File: config.mk
export PLATFORM = sky130hd
export DESIGN_NAME = complex_mac_acc
export DESIGN_NICKNAME = d
export VERILOG_FILES = /design/src/rtl/mac_pkg.sv /design/src/rtl/sat_add.sv /design/src/rtl/complex_mac_acc.sv
export SDC_FILE = /design/constraint.sdc
export NUM_CORES = 1
export LEC_CHECK = 0
export BUFFER_PORTS_ARGS = -buffer_cell sky130_fd_sc_hd__buf_2
export CORE_MARGIN = 2
export CORE_UTILIZATION = 61
export CTS_BUF_LIST = sky130_fd_sc_hd__clkbuf_2
export DETAILED_ROUTE_END_ITERATION = 16
export GPL_ROUTABILITY_DRIVEN = 0
export PLACE_DENSITY = 0.87
export SLEW_MARGIN = 5
export SYNTH_ARGS = -nofsm -noshare
export SYNTH_HDL_FRONTEND = slang
export SYNTH_SLANG_ARGS = --single-unit
File: constraint.sdc
create_clock -name clk -period 5.65 [get_ports clk]
set_input_delay 0.565 -clock clk [delete_from_list [all_inputs] [get_ports clk]]
set_output_delay 0.565 -clock clk [all_outputs]
set_load 0.1 [all_outputs]
File: src/rtl/mac_pkg.sv
// Shared definitions for the MAC datapath: product layout, default sizing and
// the accumulation-stage state encoding.
package mac_pkg;

    // Packed product layout: [15:8] real, [7:0] imaginary, both signed.
    localparam int unsigned PROD_W = 16;
    localparam int unsigned PART_W = 8;

    // Default sizing used by the top-level MAC.
    localparam int unsigned DEF_N_TERMS = 4;
    localparam int unsigned DEF_ACC_W   = 10;

    // Accumulating products, or holding a finished result for the consumer.
    typedef enum logic [0:0] {
        StAccum = 1'b0,
        StHold  = 1'b1
    } state_e;

    // Term counter width; a single-term configuration still needs one bit.
    function automatic int unsigned cnt_width(input int unsigned n_terms);
        return (n_terms <= 1) ? 1 : $clog2(n_terms);
    endfunction

endpackage

File: src/rtl/sat_add.sv
// Signed saturating adder: ACC_W-bit accumulator plus a PART_W-bit signed
// operand, clamped to the accumulator's two's complement range.
module sat_add
    import mac_pkg::*;
#(
    parameter int unsigned ACC_W = DEF_ACC_W
) (
    input  logic [ACC_W-1:0]  a,
    input  logic [PART_W-1:0] b,
    output logic [ACC_W-1:0]  sum,
    output logic              sat
);

    // One guard bit makes the true sum of two ACC_W-range values representable.
    logic [ACC_W:0] a_ext;
    logic [ACC_W:0] b_ext;
    logic [ACC_W:0] full;

    // Extend, add, and clamp when the guard bit disagrees with the sign bit.
    always_comb begin
        a_ext = {a[ACC_W-1], a};
        b_ext = {{(ACC_W + 1 - PART_W){b[PART_W-1]}}, b};
        full  = a_ext + b_ext;
        sat   = full[ACC_W] ^ full[ACC_W-1];
        if (!sat) begin
            sum = full[ACC_W-1:0];
        end else if (full[ACC_W]) begin
            // Negative overflow: clamp to the most negative value.
            sum = {1'b1, {(ACC_W - 1){1'b0}}};
        end else begin
            // Positive overflow: clamp to the most positive value.
            sum = {1'b0, {(ACC_W - 1){1'b1}}};
        end
    end

endmodule

File: src/rtl/complex_mac_acc.sv
// Complex accumulation stage: sums N_TERMS signed complex products into
// saturating real/imaginary accumulators and holds each finished sum on a
// valid/ready output until the consumer takes it.
module complex_mac_acc
    import mac_pkg::*;
#(
    parameter int unsigned N_TERMS = DEF_N_TERMS,
    parameter int unsigned ACC_W   = DEF_ACC_W
) (
    input  logic              clk,
    input  logic              rst,
    input  logic              clr,
    input  logic              prod_valid,
    output logic              prod_ready,
    input  logic [PROD_W-1:0] prod,
    output logic              acc_valid,
    input  logic              acc_ready,
    output logic [ACC_W-1:0]  acc_re,
    output logic [ACC_W-1:0]  acc_im,
    output logic              overflow
);

    localparam int unsigned     CNT_W    = cnt_width(N_TERMS);
    localparam logic [CNT_W-1:0] CNT_LAST = CNT_W'(N_TERMS - 1);

    state_e state_q, state_d;

    logic [ACC_W-1:0] re_q, re_d;
    logic [ACC_W-1:0] im_q, im_d;
    logic [CNT_W-1:0] cnt_q, cnt_d;
    logic             ovf_q, ovf_d;

    logic [ACC_W-1:0] sum_re, sum_im;
    logic             sat_re, sat_im;
    logic             accept;
    logic             release_res;
    logic             last_term;

    sat_add #(
        .ACC_W (ACC_W)
    ) u_add_re (
        .a   (re_q),
        .b   (prod[PROD_W-1:PART_W]),
        .sum (sum_re),
        .sat (sat_re)
    );

    sat_add #(
        .ACC_W (ACC_W)
    ) u_add_im (
        .a   (im_q),
        .b   (prod[PART_W-1:0]),
        .sum (sum_im),
        .sat (sat_im)
    );

    // Handshake qualifiers; clr priority is applied in the next-state logic.
    always_comb begin
        accept      = prod_valid && (state_q == StAccum);
        release_res = acc_ready && (state_q == StHold);
        last_term   = (cnt_q == CNT_LAST);
    end

    // State register.
    always_ff @(posedge clk or negedge rst) begin
        if (!rst) begin
            state_q <= StAccum;
        end else begin
            state_q <= state_d;
        end
    end

    // Next state: the final accepted term enters HOLD, the consumer releases it.
    always_comb begin
        state_d = state_q;
        if (clr) begin
            state_d = StAccum;
        end else begin
            unique case (state_q)
                StAccum: if (accept && last_term) state_d = StHold;
                StHold:  if (acc_ready)           state_d = StAccum;
                default: state_d = StAccum;
            endcase
        end
    end

    // Handshake outputs decoded purely from registered state.
    always_comb begin
        prod_ready = (state_q == StAccum);
        acc_valid  = (state_q == StHold);
    end

    // Accumulator, counter and sticky overflow next-state.
    always_comb begin
        re_d  = re_q;
        im_d  = im_q;
        cnt_d = cnt_q;
        ovf_d = ovf_q;
        if (clr || release_res) begin
            // Abort or hand-off: start the next result from zero.
            re_d  = '0;
            im_d  = '0;
            cnt_d = '0;
            ovf_d = 1'b0;
        end else if (accept) begin
            re_d  = sum_re;
            im_d  = sum_im;
            ovf_d = ovf_q | sat_re | sat_im;
            cnt_d = last_term ? '0 : cnt_q + CNT_W'(1);
        end
    end

    // Datapath registers; partial sums are discarded on reset.
    always_ff @(posedge clk or negedge rst) begin
        if (!rst) begin
            re_q  <= '0;
            im_q  <= '0;
            cnt_q <= '0;
            ovf_q <= 1'b0;
        end else begin
            re_q  <= re_d;
            im_q  <= im_d;
            cnt_q <= cnt_d;
            ovf_q <= ovf_d;
        end
    end

    // Result outputs come straight from the registers, so they are stable in HOLD.
    always_comb begin
        acc_re   = re_q;
        acc_im   = im_q;
        overflow = ovf_q;
    end

endmodule

# Yosys cells after proc, flatten, opt, wreduce, memory -nomap -nowiden
# Index checks and enable logic that the tools add are counted.
[op_classes]
add_sub_neg = 3
n_mul = 0
div_mod_pow = 0
magnitude_cmp = 0
eq_ne = 1
shift = 0
mux = 17
bitwise_logic = 5
reduce_logical = 5
[ops]
columns = ["op", "n"]
rows = [
  ["$mux 10", 8],
  ["$add 10x8->11", 2],
  ["$mux 2", 3],
  ["$mux 1", 5],
  ["$logic_and 1x1->1", 3],
  ["$add 2x1->2 const B", 1],
  ["$eq 2x2->1 const B", 1],
  ["$or 1x1->1", 2],
  ["$pmux 1 s2", 1],
  ["$reduce_bool 2->1", 1],
  ["$xor 1x1->1", 2],
  ["$logic_or 1x1->1", 1],
  ["$not 1->1", 1],
]
[totals]
register_bits = 24
latchBits = 0
ramBits = 0
rom_bits = 0
inputBits = 21
output_inout_bits = 23
elab_cells = 36
mem_count = 0

# Logic depth before layout (Yosys ltp)
[logic_depth]
word_depth = 6
mapped_depth = 9
depth_no_buf = 8

# By module
# From an unflattened synthesis, not the netlist that was laid out.
[hier_totals]
cells_unflattened = 310
hier_area_um2 = 2660.1
[modules_own_cells]
columns = ["mod", "instances", "cells_per_inst", "area_each_um2", "seq_area_each_um2"]
rows = [
  ["sat_add", 2, 102, 834.6, 0.0],
  ["complex_mac_acc", 1, 106, 991.0, 600.6],
]

# Worst setup path before layout
# Ideal clock, no wire load.
[synth_path]
path_kind = "reg-to-reg"
from = "register re_q[0], in the netlist acc_re[0]"
to = "register ovf_q, in the netlist overflow"
setup_ns = 0.129
arrival_ns = 2.873
required_ns = 5.521
setup_slack_ns = 2.647
path_stages_with_launch = 9
n_path_buf = 0
synth_period_minus_slack_ns = 3.003
cell_sequence = "dfrtp_1 ha_1 fa_1 a211oi_1 o21ai_1 a221oi_1 nand3_1 a221oi_1 nor2_1"
[synth_between]
elab_chain_len = 6
[synth_lines]
columns = ["item", "line", "source"]
rows = [
  ["from (decl)", "complex_mac_acc.sv:28", "logic [ACC_W-1:0] re_q, re_d;"],
  ["from (signal assigned)", "complex_mac_acc.sv:121", "re_q <= re_d;"],
  ["$add 10x8->11", "sat_add.sv:23", "full = a_ext + b_ext;"],
  ["$xor 1x1->1", "sat_add.sv:24", "sat = full[ACC_W] ^ full[ACC_W-1];"],
  ["$or 1x1->1 (2 in a row)", "complex_mac_acc.sv:108", "ovf_d = ovf_q | sat_re | sat_im;"],
  ["$mux 1", "complex_mac_acc.sv:105", "end else if (accept) begin"],
  ["$mux 1", "complex_mac_acc.sv:99", "if (clr || release_res) begin"],
  ["to (signal assigned)", "complex_mac_acc.sv:124", "ovf_q <= ovf_d;"],
  ["to (decl)", "complex_mac_acc.sv:31", "logic ovf_q, ovf_d;"],
]
# No other way between the ends. The select of a mux whose other input is x is not followed.
# A chain may end at the register's enable or synchronous reset.

# Worst setup path after layout
# Same ends and word-level chain as after synthesis.

==> results.md <==
* Status: complete, no violations
* Core area at 3080 um2
* Drt wl/cell at 14.6 um
* FFs w/ async S/R, synth at 100%
* Clock sinks at 24
* I/O pin count at 44
* Clock Tree Root: clkbuf_2
* Max transition margin at 42.9%
* Final Cell Area at 2230 um2
* Worst setup EP type: flop
* Vias post-DR at 1857
* Initial DRC Count at 81
* F_max at 361 MHz
* Required time of the critical path at 5.90 ns
* Worst Max-Slew Pin Slew at 0.853 ns
* Synth cell count leaders: nand2_1, a21oi_1, dfrtp_1, ha_1, o21ai_0
* Mapped Cells at 223
* DRC Markers at 0
* Die W at 60.9 um
* Syn Nets at 267
* Initial antenna violation count at 0
* Number of global-route vias before repair at 1828
* Peak VDD IR at 0.285 mV
* Worst hold path class: in -> async
* Fin cells at 308
* Post-DP HPWL at 3380 um
* Clock H-tree levels at 1
* CTS max path bufs at 2
* Worst skew pair latency at 0.35 ns
* Via density at 6.03
* Worst Path Arrival at 3.02 ns
* Count leader, synth: nand2_1
* Initial Utilization at 64.2%
* Yosys top cell area share at 30.4%
* #FFs+latches synth at 24
* TritonCTS Buffers at 3
* Fraction of layout cells with a size suffix above 1 at 20.8%
* Die H at 60.9 um
* Synth area leaders: dfrtp_1, ha_1, a21oi_1
* Tmin final at 2.77 ns
* Setup TNS at 0 ns
* CTS tree: built
* RSZ-0062 raised after global routing: no
* Final slew viol count at 0
* P&R area growth vs syn at 13.1%
* GRT Util Overall at 27.6%
* Die area at 3710 um2
* Fillers at 268
* LEAKAGE at 1.15 nW
* P per Cell Area at 523 nW/um2
* CTS hold repair buffers at 0
* Sequential area share after synthesis at 30.4%
* Mean Syn Cell Area at 8.86 um2
* Drt total wl at 4500 um
* Final hold violation count at 0
* Clock transition at path regs at 0.24 ns
* Post-route ant nets at 0
* IO Port Bufs at 43
* Max FO, Critical Path at 9
* Placed instance area at 2220 um2
* Worst hold slack at 0.151 ns
* Biggest area consumer among synthesized cells: dfrtp_1
* Final #Nets at 309
* Final count of negative-setup-slack endpoints at 0
* Synth cell types at 47
* Worst setup path class: reg -> reg
* Post-synth top flop: dfrtp_1
* EDFF count, synth at 0
* Clock skew at 0.0151 ns
* Placed Cells incl. Taps at 304
* Drt pass-1 iters at 4
* Post-CTS Setup Bufs at 0
* Mapped Area at 1980 um2
* FP Rows at 20
* Antenna Cells at 0
* Ys Warns at 0
* Kind of start point of the critical path: flop
* Largest net degree at the start of global routing at 25
* First-pass GRT wire length at 7810 um
* Max Cap Viol at 0
* Final worst path period share at 49.0%
* Cts repair resizes at 0
* Total congestion overflow at 0
cells in the final DEF (no fill, tap or decap), drive strengths merged, types with 2 or more instances in the layout:
cell type  count
a2111oi        3
a211o          2
a211oi         2
a21o           9
a21oi         26
a221o          2
a221oi         2
a22oi          3
and2           2
and3           4
buf           43
clkbuf         3
dfrtp         24
fa             2
ha            21
inv            6
mux2i          3
nand2         26
nand3          4
nor2          14
nor2b          7
o211ai         5
o21ai         24
o31ai          2
or4            2
xnor2          5
xor2           5
routing by layer:
metal | global-route usage [%] | vias to the layer above | part of all wire [%]
met2 | 47.9 | 64 | 51
li1 | - | 911 | -
met1 | 35.3 | 874 | 44
met3 | 3.84 | 8 | 4.3
met5 | 0 | - | 0
met4 | 9.32 | 0 | 0.98
metrics by stage:
step	util, %	power (mW)	setup WS, ns
floorplan	-	0.952	2.65
global placement	72.0	1.08	2.76
detailed placement	72.0	1.10	2.67
CTS	72.6	1.17	2.93
global route	72.6	1.26	2.76
finish	72.6	1.17	2.88
sequential cells by signal (all words and copies together), names as in the netlist:
signal     count
acc_im        10
acc_re        10
cnt_q          2
acc_valid      1
overflow       1
layout make-up:
type	instances	area [um2]	area share, %
Clock buffer	3	15.0	0.672
Clock inverter	1	3.75	0.168
Inverter	6	22.5	1.01
Multi-Input combinational cell	187	1320	59.2
Sequential cell	24	601	26.9
Tap cell	44	55.1	2.46
Timing Repair Buffer	43	215	9.63
power by group:
group          total (mW)  switching, mW  internal, mW
clock              0.0682         0.0529        0.0154
sequential          0.255         0.0388         0.216
combinational       0.846          0.614         0.233
total                1.17          0.705         0.464
final timing paths:
| check | startpoint | endpoint | slack (ns) | cells past startpoint |
|---|---|---|---|---|
| hold reg to reg | acc_re[3]$_DFFE_PN0P_ | acc_re[3]$_DFFE_PN0P_ | 0.54 | 2 |
| setup / recovery | acc_re[0]$_DFFE_PN0P_ | overflow$_DFFE_PN0P_ | 2.88 | 8 |
| min in group clk | clr | acc_valid$_DFF_PN0_ | 0.44 | 2 |
| max in group asynchronous | rst | overflow$_DFFE_PN0P_ | 5.13 | 1 |
| setup reg to reg | acc_re[0]$_DFFE_PN0P_ | overflow$_DFFE_PN0P_ | 2.88 | 8 |
| hold / removal | rst | acc_re[0]$_DFFE_PN0P_ | 0.15 | 1 |
cell families after synthesis:
logic type / count (synthesis) / synth area share, %
compound gates: 86 / 29.8
xor+xnor: 10 / 4.43
fa+ha+maj: 23 / 15.3
buf+inv: 12 / 2.79
flops: 24 / 30.4
mux: 3 / 1.52
simple gates: 65 / 15.7
critical path: stages, from the launching register on:
cell and delay (ns):
dfrtp_1 0.45, ha_1 0.21, fa_1 0.43, a211oi_1 0.25, o21ai_1 0.15, a221oi_1 0.41, nand3_1 0.34, a221oi_1 0.35
nor2_1 0.08
No activity file was read; power rests on OpenSTA's default activity.
